--- config.mk ---
export PLATFORM = sky130hd
export DESIGN_NAME = wb_stage
export DESIGN_NICKNAME = d
export VERILOG_FILES = /design/src/rtl/wb_stage.sv
export SDC_FILE = /design/constraint.sdc
export NUM_CORES = 1
export LEC_CHECK = 0
export CAP_MARGIN = 25
export CORE_MARGIN = 3
export CORE_UTILIZATION = 49
export CTS_BUF_LIST = sky130_fd_sc_hd__clkbuf_2
export DETAILED_ROUTE_END_ITERATION = 16
export HOLD_SLACK_MARGIN = 0.06
export PLACE_DENSITY = 0.88
export SLEW_MARGIN = 10
export SYNTH_ARGS = -nofsm -noshare
export SYNTH_HDL_FRONTEND = slang
export SYNTH_SLANG_ARGS = --single-unit
--- constraint.sdc ---
create_clock -name clk -period 3.45 [get_ports clk]
set_input_delay 0.69 -clock clk [delete_from_list [all_inputs] [get_ports clk]]
set_output_delay 0.69 -clock clk [all_outputs]
set_load 0.005 [all_outputs]
--- src/rtl/wb_stage.sv ---
// Write-back stage. Takes retiring instructions from MEM, waits for
// multi-cycle load data, formats sub-word loads, and drives one registered
// register-file write per retired instruction. Also counts retirements.
//
// state     | meaning
// ----------+----------------------------------------------------------
// IDLE      | ready for a new instruction from MEM
// WAIT_LOAD | load accepted; waiting for mem_rvalid or the timeout limit
module wb_stage #(
  parameter int LOAD_TIMEOUT = 15,
  parameter int CNT_W        = 32
) (
  input  logic             clk,
  input  logic             reset,
  input  logic             valid_m,
  output logic             ready_w,
  input  logic             RegWriteM,
  input  logic [4:0]       rd_m,
  input  logic [1:0]       ResultSrcM,
  input  logic [2:0]       funct3_m,
  input  logic [31:0]      alu_result_m,
  input  logic [31:0]      PCmas4_m,
  input  logic             mem_rvalid,
  input  logic [31:0]      mem_rdata,
  output logic             reg_write_signal,
  output logic [4:0]       write_reg,
  output logic [31:0]      write_data,
  output logic             load_timeout,
  output logic [CNT_W-1:0] instret
);

  localparam int TW = $clog2(LOAD_TIMEOUT + 1);

  typedef enum logic {IDLE, WAIT_LOAD} state_t;

  state_t           state_q, state_d;
  logic [TW-1:0]    cnt_q, cnt_d;
  logic [4:0]       ld_rd_q, ld_rd_d;
  logic             ld_we_q, ld_we_d;
  logic [2:0]       ld_f3_q, ld_f3_d;
  logic [1:0]       ld_off_q, ld_off_d;
  logic             rws_q, rws_d;
  logic [4:0]       wreg_q, wreg_d;
  logic [31:0]      wdata_q, wdata_d;
  logic             lto_q, lto_d;
  logic [CNT_W-1:0] instret_q, instret_d;

  logic [7:0]       byte_sel;
  logic [15:0]      half_sel;
  logic [31:0]      load_data;

  assign ready_w          = (state_q == IDLE);
  assign reg_write_signal = rws_q;
  assign write_reg        = wreg_q;
  assign write_data       = wdata_q;
  assign load_timeout     = lto_q;
  assign instret          = instret_q;

  // Sub-word load extraction and sign/zero extension from the latched size/offset.
  always_comb begin
    byte_sel  = mem_rdata[{ld_off_q, 3'b000} +: 8];
    half_sel  = ld_off_q[1] ? mem_rdata[31:16] : mem_rdata[15:0];
    load_data = mem_rdata;
    case (ld_f3_q)
      3'b000:  load_data = {{24{byte_sel[7]}}, byte_sel};
      3'b001:  load_data = {{16{half_sel[15]}}, half_sel};
      3'b100:  load_data = {24'd0, byte_sel};
      3'b101:  load_data = {16'd0, half_sel};
      default: load_data = mem_rdata;
    endcase
  end

  // Next-state and next-output logic; write pulse defaults low, data/reg hold.
  always_comb begin
    state_d   = state_q;
    cnt_d     = cnt_q;
    ld_rd_d   = ld_rd_q;
    ld_we_d   = ld_we_q;
    ld_f3_d   = ld_f3_q;
    ld_off_d  = ld_off_q;
    rws_d     = 1'b0;
    wreg_d    = wreg_q;
    wdata_d   = wdata_q;
    lto_d     = lto_q;
    instret_d = instret_q;
    case (state_q)
      IDLE: begin
        if (valid_m) begin
          if (ResultSrcM == 2'b01) begin
            ld_rd_d  = rd_m;
            ld_we_d  = RegWriteM;
            ld_f3_d  = funct3_m;
            ld_off_d = alu_result_m[1:0];
            cnt_d    = '0;
            state_d  = WAIT_LOAD;
          end else begin
            rws_d     = RegWriteM & (rd_m != 5'd0);
            wreg_d    = rd_m;
            wdata_d   = (ResultSrcM == 2'b10) ? PCmas4_m : alu_result_m;
            instret_d = instret_q + 1'b1;
          end
        end
      end
      WAIT_LOAD: begin
        if (mem_rvalid) begin
          // Data arriving on the limit cycle still completes the load.
          rws_d     = ld_we_q & (ld_rd_q != 5'd0);
          wreg_d    = ld_rd_q;
          wdata_d   = load_data;
          instret_d = instret_q + 1'b1;
          state_d   = IDLE;
        end else begin
          cnt_d = cnt_q + 1'b1;
          if (cnt_q == TW'(LOAD_TIMEOUT - 1)) begin
            lto_d   = 1'b1;
            state_d = IDLE;
          end
        end
      end
      default: state_d = IDLE;
    endcase
  end

  // State and output registers; reset discards any pending load.
  always_ff @(posedge clk or negedge reset) begin
    if (!reset) begin
      state_q   <= IDLE;
      cnt_q     <= '0;
      ld_rd_q   <= '0;
      ld_we_q   <= 1'b0;
      ld_f3_q   <= '0;
      ld_off_q  <= '0;
      rws_q     <= 1'b0;
      wreg_q    <= '0;
      wdata_q   <= '0;
      lto_q     <= 1'b0;
      instret_q <= '0;
    end else begin
      state_q   <= state_d;
      cnt_q     <= cnt_d;
      ld_rd_q   <= ld_rd_d;
      ld_we_q   <= ld_we_d;
      ld_f3_q   <= ld_f3_d;
      ld_off_q  <= ld_off_d;
      rws_q     <= rws_d;
      wreg_q    <= wreg_d;
      wdata_q   <= wdata_d;
      lto_q     <= lto_d;
      instret_q <= instret_d;
    end
  end

endmodule

==> summary.md, run 1 <==
| Metric | Value |
|---|---|
| Status | `finished, final reports clean` |
| RSZ-0062 raised after global routing | `no` |
| Vias post-DR | `4,845` |
| Core Region | `9370 um2` |
| Largest fanout on the critical path | `a little over 40` |
| Worst IR Drop VDD | `0.212 mV` |
| Post-Synthesis Cell Area | `4800 um2` |
| # H-tree levels | `3` |
| Total design power | `between 0.002 and 0.003 W` |
| Total CTS buffers | `9` |
| Multi-input gate area | `between 2000 and 2500 um2` |
| Place WS | `about 0.55 ns` |
| Die Wd | `roughly 100 um` |
| Synth cell count leaders | `nand2_1 (111), dfrtp_1 (87), a21oi_1 (48)` |
| PortBufs | `~180` |
| Routability Congestion | `0.850` |
| Largest cells by area after synthesis | `dfrtp_1 (45%), nand2_1 (8.7%), a21oi_1 (5.0%)` |
| Filler cell count | `about 680` |
| Max Freq | `362 MHz` |
| First-pass GRT wire length | `around 24,000 um` |
| Antenna viol nets, final | `0` |
| Max Transition Viols Final | `0` |
| Worst setup margin | `0.686 ns` |
| Setup bufs post-CTS | `0` |
| Slew headroom | `between 30 and 40%` |
| Clock-pin slew on the worst setup and hold paths | `0.26 ns` |
| Non-filler cells, final | `847` |
| Synth warn | `0` |
| Worst-Margin Slew | `0.993 ns` |
| Vias per cell | `between 5 and 6` |
| Die area | `11,000 um2` |
| Critical path launch point type | `register` |
| Vias in the first global route | `4,798` |
| Net Count, Synth | `660` |
| Part of the Yosys area used for sequential elements | `a little under half` |
| Most common cell in the netlist | `nand2_1` |
| Final HPWL DP | `11,200 um` |
| Total GRT Usage | `around 27%` |
| I/O Pins | `183` |
| Final wirelength | `between 10,000 and 15,000 um` |
| Layout cells sized above 1 | `7.52%` |
| Yosys cell types | `43` |
| Endpoints failing setup | `0` |
| Worst-Skew Late Latency | `0.55 ns` |
| WS Path Type | `reg2out` |
| Placed cells | `829` |
| Root Driver | `clkbuf_2` |
| Sink Count | `87` |
| Final hold violation count | `0` |
| Die Span Y | `between 100 and 150 um` |
| CP required | `~2.8 ns` |
| Sum Neg Setup Slack | `0 ns` |
| Number of synthesized flops with an enable pin | `0` |
| Crit path time final | `around 2.8 ns` |
| CTS Buffer Depth | `2` |
| Rows | `35` |
| Leak pwr | `2.92 nW` |
| Final Skew | `about 0.026 ns` |
| Asr flop ratio synth | `100%` |
| Remaining DRCs | `0` |
| Final net count | `827` |
| Routed WL per cell | `approximately 18 um` |
| R2R depth | `4` |
| Yosys top cell by area | `dfrtp_1` |
| Reg area | `2180 um2` |
| Kind of end point of the critical path | `output port` |
| P&R area growth vs syn | `42.5%` |
| Post-synth top flop | `dfrtp_1` |
| TritonCTS clock tree | `done` |
| PwrDens | `427 nW/um2` |
| HP Class | `reg2reg` |
| Drt pass-1 iters | `6` |
| Final Cycle Share | `80.1%` |
| Initial Utilization | `51.2%` |
| Hold Crit Depth | `1` |
| Final antenna diode count | `0` |
| Crit path DAT | `slightly above 2 ns` |
| CTS resizes | `0` |
| Post-synth top area share | `45.4%` |
| Synth Register Bits | `87` |
| Congestion Overflow GR | `0` |
| Initial drt markers | `332` |
| Post-Syn Area per Cell | `around 8.8 um2` |
| Max cap viols | `0` |
| Largest net degree at the start of global routing | `between 80 and 90` |
| Syn Inst Count | `around 550` |
| Antenna violations before repair | `0` |
==> cells in the final DEF, fill, tap and decap left out, drive strengths merged, types with 3 or more instances in the layout <==
cell           count
nand4             10
nor4               4
a221o              8
a221oi             8
o22ai             17
nand2b             6
xnor2             15
nand3             24
ha                 3
xor2              18
and3               3
nand2            111
nor2              47
clkinvlp           3
clkdlybuf4s50    181
nor3               7
dfrtp             87
mux2              18
o211ai             7
inv               15
a21oi             48
nor2b              4
o21bai             9
buf               12
mux2i              7
o21ai              9
clkbuf            10
nor3b              9
==> power breakdown <==
group / switching, W / leakage, nW / internal (W)
clock network: 0.000374 / 0.0545 / 0.0000997
registers: 0.000190 / 1.08 / 0.00120
logic: 0.000444 / 1.79 / 0.000609
total: 0.00101 / 2.92 / 0.00191
==> critical path: stages, from the launching register on <==
cell,delay (ns)
dfrtp_1,0.42
buf_4,0.42
inv_2,0.20
clkdlybuf4s50_1,0.51
==> logic make-up after synthesis <==
family	Yosys count	share of synthesized area [%]
and+or+nand+nor	233	22.4
AOI/OAI and AO/OA	112	14.8
DFF	87	45.4
buffers and inverters	52	4.46
xor gates and xnor gates	33	6.02
muxes	26	6.15
adders and majority gates	3	0.782
==> stage by stage <==
step / area (um2) / utilization, % / hold slack, ns
after floorplan: 4800 / - / 0.394
after global routing: 6840 / 73.0 / 0.502
after global placement: 6700 / 71.5 / 0.460
after detailed placement: 6710 / 71.6 / 0.461
after CTS: 6800 / 72.6 / 0.351
final: 6840 / 73.0 / 0.484
==> final timing paths <==
kind / from / to / slack, ns
max: state_q / ready_w / 0.69
min: instret[31] / instret[31] / 0.48
max reg2reg: ld_off_q[1] / write_data[12] / 1.12
min reg2reg: instret[31] / instret[31] / 0.48
max in group asynchronous: reset / ld_f3_q[2] / 2.22
min in group asynchronous: reset / instret[3] / 0.57
==> metal layers <==
layer / global-route usage (%) / part of all wire [%] / up-vias
li1: - / - / 2226
met1: 34.2 / 40 / 2328
met2: 45.3 / 50 / 245
met3: 5.99 / 7.5 / 46
met4: 9.84 / 3.0 / 0
met5: 0 / 0 / -
==> repair_timing <==
item / in CTS / in global routing
setup endpoints to repair: 0 / 0
hold endpoints to repair: 0 / 30
hold buffers: 0 / 1
==> area by class of cell <==
class	count	share of cell area, %
Multi-Input combinational cell	407	35.4
Sequential cell	87	31.8
Timing Repair Buffer	194	28.2
Tap cell	129	2.36
Inverter	14	0.768
Clock buffer	10	0.732
Clock inverter	6	0.659
(Power assumes the default switching activity.)
==> run 2: changes to the inputs <==
--- a/config.mk
+++ b/config.mk
@@ -7,11 +7,11 @@
 export LEC_CHECK = 0
 export CAP_MARGIN = 25
 export CORE_MARGIN = 3
-export CORE_UTILIZATION = 49
+export CORE_UTILIZATION = 41
 export CTS_BUF_LIST = sky130_fd_sc_hd__clkbuf_2
 export DETAILED_ROUTE_END_ITERATION = 16
 export HOLD_SLACK_MARGIN = 0.06
-export PLACE_DENSITY = 0.88
+export PLACE_DENSITY = 0.78
 export SLEW_MARGIN = 10
 export SYNTH_ARGS = -nofsm -noshare
 export SYNTH_HDL_FRONTEND = slang
==> constraint.sdc (replaced) <==
create_clock -name clk -period 2.32 [get_ports clk]
set_input_delay 0.464 -clock clk [delete_from_list [all_inputs] [get_ports clk]]
set_output_delay 0.464 -clock clk [all_outputs]
set_load 0.005 [all_outputs]
==> summary.md, run 2 (synthesis results as in run 1) <==
| Metric | Value |
|---|---|
| Status | `finished, final reports clean` |
| PortBufs | `182` |
| Largest net degree at the start of global routing | `49` |
| I/O Pins | `183` |
| Final net count | `about 850` |
| Max cap viols | `0` |
| Core Region | `~11,000 um2` |
| Layout cells sized above 1 | `about a tenth` |
| NetSw | `0.00149 W` |
| Crit path time final | `2.22 ns` |
| CTS Buffer Depth | `2` |
| Int Power | `0.00300 W` |
| Crit path DAT | `1.76 ns` |
| Max Freq | `approximately 450 MHz` |
| PwrDens | `between 600 and 700 nW/um2` |
| Commonest non-fill, non-tap cell in the layout | `clkdlybuf4s50_1` |
| TritonCTS clock tree | `done` |
| WS Path Type | `reg2out` |
| Worst IR Drop VDD | `0.469 mV` |
| Final hold violation count | `0` |
| Setup bufs post-CTS | `0` |
| Most frequent cells in the layout | `clkdlybuf4s50_1 (181), nand2_1 (111), dfrtp_1 (87), a21oi_1 (48), nor2_1 (47)` |
| Initial Utilization | `a little over two fifths` |
| Sink Count | `a little under 90` |
| Total design power | `0.00449 W` |
| Final HPWL DP | `about 12,000 um` |
| Die Wd | `114 um` |
| P&R area growth vs syn | `46.8%` |
| Sum Neg Setup Slack | `0 ns` |
| Worst-Margin Slew | `0.647 ns` |
| RSZ-0062 raised after global routing | `no` |
| Total CTS buffers | `9` |
| Flop pwr share | `45.0%` |
| Finished Core Util | `63.3%` |
| Worst-Skew Late Latency | `0.57 ns` |
| Vias in the first global route | `between 4k and 5k` |
| Die Span Y | `114 um` |
| Drt pass-1 iters | `5` |
| Remaining DRCs | `0` |
| Comb power frac | `between 30% and 40%` |
| Clock-pin slew on the worst setup and hold paths | `0.24 ns` |
| HP Class | `in2async` |
| Critical path launch point type | `register` |
| Routability Congestion | `0.859` |
| Vias post-DR | `4,810` |
| CP required | `1.86 ns` |
| Rows | `38` |
| Largest fanout on the critical path | `10` |
| Final Cycle Share | `~96%` |
| First-pass GRT wire length | `24,300 um` |
| Die area | `13,000 um2` |
| Initial drt markers | `401` |
| Antenna violations before repair | `1` |
| # H-tree levels | `3` |
| Placed cells | `862` |
| Root Driver | `clkbuf_2` |
| Kind of end point of the critical path | `output port` |
| Endpoints failing setup | `0` |
| Leak pwr | `3.04 nW` |
| Dpl cell area | `roughly 7000 um2` |
| Final Skew | `~0.023 ns` |
| Non-filler cells, final | `880` |
| Slew headroom | `56.8%` |
| Clock power frac | `17.3%` |
| Congestion Overflow GR | `0` |
| Max Transition Viols Final | `0` |
| R2r setup slk | `0.11 ns` |
| Design Area, Final | `7040 um2` |
| Routed WL per cell | `17.5 um` |
| Total GRT Usage | `23.7%` |
| Antenna viol nets, final | `0` |
| Final wirelength | `15,400 um` |
| Vias per cell | `5.47` |
| Switching Share | `33.2%` |
==> run 2: changes by cell type in the layout (fill, tap and decap cells not counted), moves of 2 or more <==
| cell | previous run | this run |
|---|---|---|
| buf_12 | 0 | 3 |
| clkinvlp_4 | 3 | 0 |
| clkinv_1 | 0 | 2 |
| clkinv_2 | 1 | 3 |
| buf_4 | 11 | 30 |
==> run 2: final timing paths <==
kind	end	from	cells after the start
min	instret[7]	reset	2
max in group asynchronous	write_reg[0]	reset	3
max reg2reg	instret[28]	instret[1]	6
min reg2reg	instret[31]	instret[31]	1
max	ready_w	state_q	2
min in group clk	write_data[28]	mem_rdata[28]	3
==> run 2: timing repair <==
action,in CTS,in global routing
hold buffers,1,0
endpoints found under the hold margin,46,0
setup endpoints to repair,0,1
gates resized for setup,0,1
==> run 2: power groups by stage <==
| stage | registers, W | clock network (W) | logic (W) |
|---|---|---|---|
| CTS | 0.00202 | 0.000788 | 0.00170 |
| global placement | 0.00203 | 0 | 0.00165 |
| global route | 0.00206 | 0.000857 | 0.00184 |
| floorplan | 0.00201 | 0 | 0.000752 |
| detailed placement | 0.00205 | 0 | 0.00169 |
| finish | 0.00202 | 0.000776 | 0.00169 |
==> run 2: per-layer routing <==
metal / wire (um) / GRT usage (%) / up-vias
met5: 0 / 0 / -
met4: 332 / 7.21 / 0
met3: 1110 / 4.76 / 27
met2: 7460 / 39.5 / 203
met1: 6520 / 31.1 / 2300
li1: - / - / 2280
==> run 2: critical path, cell delays in order (launching register included) <==
cell	delay, ns
dfrtp_1	0.52
inv_4	0.16
clkdlybuf4s50_1	0.52
==> run 2: metrics by stage <==
stage	hold WS (ns)	setup slack [ns]
5_1_grt	0.422	0.00134
6_report	0.418	0.0968
4_1_cts	0.435	0.0366
3_5_place_dp	0.460	-0.139
3_3_place_gp	0.460	-0.0597
2_1_floorplan	0.168	0.311
==> run 2: cell type report <==
cell class / count / area [um2]
flip-flops and latches: 87 / 2180
inverters: 14 / 55.1
fillers: 929 / 4080
repair buffers: 215 / 2110
well taps: 140 / 175
diodes: 1 / 2.50
multi-input cells: 407 / 2420
clock inverters: 7 / 61.3
clock buffers: 9 / 45.0
